File: src/rtl/number_pkg.sv
// Constants and FSM state type shared by the BITS literal number encoder and decoder.
package number_pkg;

  localparam int GROUP_W    = 5;
  localparam int NIBBLE_W   = 4;
  localparam int MAX_GROUPS = 16;
  localparam int WORD_W     = 80;

  typedef enum logic [1:0] {
    ST_IDLE = 2'd0,
    ST_SIZE = 2'd1,
    ST_EMIT = 2'd2,
    ST_DONE = 2'd3
  } encState_t;

endpackage

File: src/rtl/number_group_pack.sv
// Combinational packer: finds the highest nonzero nibble and lays the used nibbles
// out as left-justified {continue, nibble} groups.
module number_group_pack
  import number_pkg::*;
(
  input  logic [MAX_GROUPS*NIBBLE_W-1:0] numReg,
  output logic [WORD_W-1:0]              packedWord,
  output logic [4:0]                     numGroups
);

  logic [MAX_GROUPS*NIBBLE_W-1:0] aligned;

  // Shifting the value up puts the most significant used nibble at the top,
  // so group i always takes nibble i of the aligned value.
  always_comb begin
    numGroups = 5'd1;
    for (int j = 1; j < MAX_GROUPS; j++) begin
      if (numReg[j*NIBBLE_W +: NIBBLE_W] != '0) begin
        numGroups = 5'(j + 1);
      end
    end
    aligned = numReg << (NIBBLE_W * (MAX_GROUPS - int'(numGroups)));
    packedWord = '0;
    for (int i = 0; i < MAX_GROUPS; i++) begin
      if (i < int'(numGroups)) begin
        packedWord[WORD_W-1-GROUP_W*i -: GROUP_W] =
          {(i != int'(numGroups) - 1),
           aligned[MAX_GROUPS*NIBBLE_W-1-NIBBLE_W*i -: NIBBLE_W]};
      end
    end
  end

endmodule

File: src/rtl/number_encoder.sv
// BITS literal encoder: sizes and packs a number, then streams the packed groups
// MSB-first over a valid/ready handshake.
module number_encoder #(
  parameter int NUM_W  = 64,
  parameter int WORD_W = 5 * NUM_W / 4,
  parameter int CNT_W  = $clog2(WORD_W + 1)
) (
  input  logic              clk,
  input  logic              reset,
  input  logic              start,
  input  logic [NUM_W-1:0]  number,
  output logic              busy,
  output logic [WORD_W-1:0] bitsWord,
  output logic [4:0]        numGroups,
  output logic              bitValid,
  output logic              bitOut,
  input  logic              bitReady,
  output logic              done
);

  import number_pkg::*;

  encState_t          state;
  encState_t          nextState;
  logic [NUM_W-1:0]   numReg;
  logic [WORD_W-1:0]  shiftReg;
  logic [CNT_W-1:0]   bitCnt;
  logic [WORD_W-1:0]  packWord;
  logic [4:0]         packGroups;

  number_group_pack u_pack (
    .numReg     (numReg),
    .packedWord (packWord),
    .numGroups  (packGroups)
  );

  always_ff @(posedge clk) begin
    if (reset) begin
      state <= ST_IDLE;
    end else begin
      state <= nextState;
    end
  end

  always_comb begin
    nextState = state;
    case (state)
      ST_IDLE: if (start) nextState = ST_SIZE;
      ST_SIZE: nextState = ST_EMIT;
      ST_EMIT: if (bitReady && bitCnt == CNT_W'(1)) nextState = ST_DONE;
      ST_DONE: nextState = ST_IDLE;
      default: nextState = ST_IDLE;
    endcase
  end

  // bitsWord/numGroups only change at the end of SIZE, so they stay readable after DONE.
  always_ff @(posedge clk) begin
    if (reset) begin
      numReg    <= '0;
      bitsWord  <= '0;
      numGroups <= '0;
      shiftReg  <= '0;
      bitCnt    <= '0;
    end else begin
      case (state)
        ST_IDLE: if (start) numReg <= number;
        ST_SIZE: begin
          bitsWord  <= packWord;
          numGroups <= packGroups;
          shiftReg  <= packWord;
          bitCnt    <= CNT_W'(GROUP_W * int'(packGroups));
        end
        ST_EMIT: if (bitReady) begin
          shiftReg <= shiftReg << 1;
          bitCnt   <= bitCnt - CNT_W'(1);
        end
        default: ;
      endcase
    end
  end

  always_comb begin
    busy     = (state != ST_IDLE);
    bitValid = (state == ST_EMIT);
    bitOut   = (state == ST_EMIT) && shiftReg[WORD_W-1];
    done     = (state == ST_DONE);
  end

endmodule

File: config.mk
export PLATFORM = sky130hd
export DESIGN_NAME = number_encoder
export DESIGN_NICKNAME = d
export VERILOG_FILES = /design/src/rtl/number_pkg.sv /design/src/rtl/number_group_pack.sv /design/src/rtl/number_encoder.sv
export SDC_FILE = /design/constraint.sdc
export NUM_CORES = 1
export LEC_CHECK = 0
export BUFFER_PORTS_ARGS = -buffer_cell sky130_fd_sc_hd__buf_4
export CORE_MARGIN = 8
export CORE_UTILIZATION = 46
export CTS_CLUSTER_DIAMETER = 60
export CTS_CLUSTER_SIZE = 12
export DETAILED_ROUTE_END_ITERATION = 6
export GPL_TIMING_DRIVEN = 0
export PLACE_DENSITY = 0.68
export RECOVER_POWER = 25
export SYNTH_ARGS = -nofsm -noshare
export SYNTH_HDL_FRONTEND = slang
export SYNTH_HIERARCHICAL = 1
export SYNTH_SLANG_ARGS = --single-unit
File: constraint.sdc
create_clock -name clk -period 3.88 [get_ports clk]
set_input_delay 0.582 -clock clk [delete_from_list [all_inputs] [get_ports clk]]
set_output_delay 0.582 -clock clk [all_outputs]
set_load 0.1 [all_outputs]
==> metrics.md <==
| Metric | Value |
|---|---|
| Status | `finished with violations` |
| Violated checks | `negative setup slack` |
| Vias per cell | `5.93` |
| Pins over their slew limit | `0` |
| R2r startpoint | `numReg[8]` |
| Setup crit start kind | `flop` |
| Worst Tran Pin Value | `1.21 ns` |
| Hold/Removal Path Class | `in2reg` |
| Initial DRC Count | `1068` |
| Cell count after synthesis | `1428` |
| Antenna viol nets, final | `0` |
| Max_cap viols | `0` |
| Fin crit period | `3.98 ns` |
| DRT Pass-1 Iters | `6` |
| Relative slew slack | `19.9%` |
| Final WS setup | `-0.102 ns` |
| Largest net degree at the start of global routing | `14` |
| Yosys top cell area share | `36.3%` |
| Nets | `1750` |
| CTS Buf Count | `25` |
| Seq/Total Area, Yosys | `36.3%` |
| Worst Setup SP | `numReg[8]` |
| Width of the chip | `185 um` |
| Longest Clk Path Bufs | `3` |
| Tcrit/Tclk final | `103%` |
| Count of buffers from port buffering | `155` |
| Layout cells sized above 1 | `29.9%` |
| Gpl congestion | `0.995` |
| Syn Area/Cell | `9.19 um^2` |
| Commonest cells in the netlist | `238 x dfxtp_1, 213 x mux2i_1, 213 x nor2_1` |
| Initial antenna violation count | `0` |
| Area Growth Syn to Fin | `27.6%` |
| Util after Layout | `58.9%` |
| Fill count | `2606` |
| CTS tree | `done` |
| ANT cells | `0` |
| Wirelength per Cell | `23.2 um` |
| Synth area leader | `dfxtp_1` |
| Max FO, Critical Path | `8` |
| Min-delay src | `number[49]` |
| Synthesized cell area | `13100 um^2` |
| Hold Buf Count CTS | `0` |
| Total core area | `28400 um^2` |
| Clk_skew | `0.0148 ns` |
| Rows | `62` |
| Fin area | `16700 um^2` |
| DR vias | `12200` |
| Synth Warn # | `6` |
| Top_reg_cell synth | `dfxtp_1` |
| Worst EP required | `4.28 ns` |
| Clock transition at path regs | `0.06 ns` |
| Die height | `185 um` |
| Total track usage | `27.1%` |
| DP HPWL | `36200 um` |
| Fmax | `251 MHz` |
| #FFs+latches synth | `238` |
| Clk_lat worst skew | `0.55 ns` |
| Number of enable flip-flop cells after synthesis | `0` |
| CP Capture Type | `flop` |
| Routed WL | `47600 um` |
| Syn Nets | `1514` |
| Finish-stage setup viols | `36` |
| Final Hold Fails | `0` |
| H-tree depth | `1` |
| Vias in the first global route | `11800` |
| Most frequent cell after synthesis | `dfxtp_1` |
| CTS root buffer | `clkbuf_16` |
| GR Overflow Total | `0` |
| Die ar. | `34200 um^2` |
| Global-route wire length before repair | `71900 um` |
| Crit Path Class | `reg2reg` |
| # DRC | `0` |
| Ports | `157` |
| Area of placed instances | `14800 um^2` |
| Clock sink count | `238` |
| Synth cell types | `72` |
| Synth top area cells | `dfxtp_1 36%, mux2i_1 16%, a211oi_2 7.5%, nor2_1 6.1%, mux4_2 5.5%` |
| CP arrival | `4.38 ns` |
| RSZ-0062 raised after global routing | `yes` |
| Fraction of registers with async set/reset | `0%` |
| Initial core utilization | `46.2%` |
-- worst max-delay path, cell delays in order (launching register included) --
cell	delay, ns
dfxtp_4	0.35
or4_4	0.54
o211ai_1	0.33
a21oi_2	0.16
o21a_4	0.28
buf_12	0.13
buf_12	0.13
clkbuf_16	0.14
ha_4	0.33
buf_8	0.13
clkbuf_16	0.14
clkbuf_4	0.18
mux4_2	0.41
mux2i_4	0.24
nor2_4	0.08
mux2i_1	0.17
a211oi_2	0.09
-- final timing paths --
kind,to,slack [ns],cells past startpoint
setup / recovery,shiftReg[30],-0.10,16
hold / removal,numReg[49],0.29,3
setup reg to reg,shiftReg[30],-0.10,16
hold reg to reg,bitsWord[23],0.49,2
-- flip-flops by register name, summed over array words and instances, names as in the netlist --
register and flops:
shiftReg 80, numReg 64, bitCnt 7, state 2
bitsWord 80, numGroups 5
-- metal layers --
metal	vias up	track usage [%]	wire, um
met5	-	0	0
met4	0	9.96	2270
met1	5880	35.3	20300
li1	5623	-	-
met3	128	4.43	3420
met2	528	44.6	21700
-- final cells by class --
cell class	instances	area [um^2]	area share, %
buffer	109	742	4.43
clock buffer	26	629	3.76
clock inverter	5	77.6	0.464
inverter	19	76.3	0.456
multi-input combinational	1061	8520	50.9
sequential	238	4780	28.6
tap	384	480	2.87
timing repair buffer	210	1420	8.49
-- kinds of logic (layout without fill, tap and decap cells) --
| logic type | count (synthesis) | after routing | share of synthesized area [%] |
|---|---|---|---|
| and+or+nand+nor | 483 | 483 | 15.9 |
| AOI/OAI and AO/OA | 306 | 306 | 18.5 |
| muxes | 249 | 249 | 22.1 |
| DFF | 238 | 238 | 36.3 |
| buffers and inverters | 129 | 369 | 4.96 |
| adders and majority gates | 18 | 18 | 1.77 |
| xor gates and xnor gates | 4 | 4 | 0.410 |
| other | 1 | 1 | 0.0286 |
-- per-stage QoR --
step | hold WS (ns) | instances | worst slack, ns | TNS [ns]
2_1_floorplan | 0.455 | 1428 | 0.00613 | 0
3_3_place_gp | 0.473 | 1967 | -1.68 | -169.36
3_5_place_dp | 0.483 | 1967 | -1.67 | -171.55
4_1_cts | 0.266 | 2027 | -0.0222 | -0.0606
5_1_grt | 0.284 | 2052 | -0.181 | -4.60
6_report | 0.286 | 2052 | -0.102 | -1.38
-- timing repair --
item                                    4_1_cts  5_1_grt
pin swaps                                    24       37
endpoints found under the setup margin      160      114
endpoints found under the hold margin         0        0
gates resized for setup                     147      108
gates cloned                                  4        0
buffers inserted                             26       25
-- cell usage in the layout, fill, tap and decap left out, types with 7 or more instances in the layout --
| master | synthesis | layout |
|---|---|---|
| nand2_1 | 178 | 175 |
| and2_1 | 8 | 8 |
| a21oi_2 | 1 | 13 |
| clkbuf_16 | 0 | 28 |
| ha_1 | 17 | 15 |
| mux2i_1 | 213 | 198 |
| a211oi_2 | 79 | 81 |
| nor2_1 | 213 | 190 |
| a21oi_1 | 109 | 94 |
| inv_1 | 17 | 17 |
| a31oi_1 | 8 | 7 |
| buf_2 | 30 | 25 |
| mux4_2 | 32 | 32 |
| o22ai_2 | 0 | 8 |
| o211ai_1 | 10 | 10 |
| nor2_2 | 0 | 14 |
| o21ai_0 | 24 | 9 |
| nor3_1 | 7 | 7 |
| nand3_1 | 16 | 14 |
| buf_6 | 12 | 17 |
| clkbuf_1 | 53 | 110 |
| buf_4 | 7 | 142 |
| nor2_4 | 1 | 10 |
| dfxtp_1 | 238 | 232 |
| mux2i_2 | 0 | 9 |
| o21ai_2 | 0 | 9 |
| and3_1 | 10 | 9 |
Power is left out: the tool's default activity adds up to more than one toggle a clock period on the data nets, which glitch-free logic cannot reach.
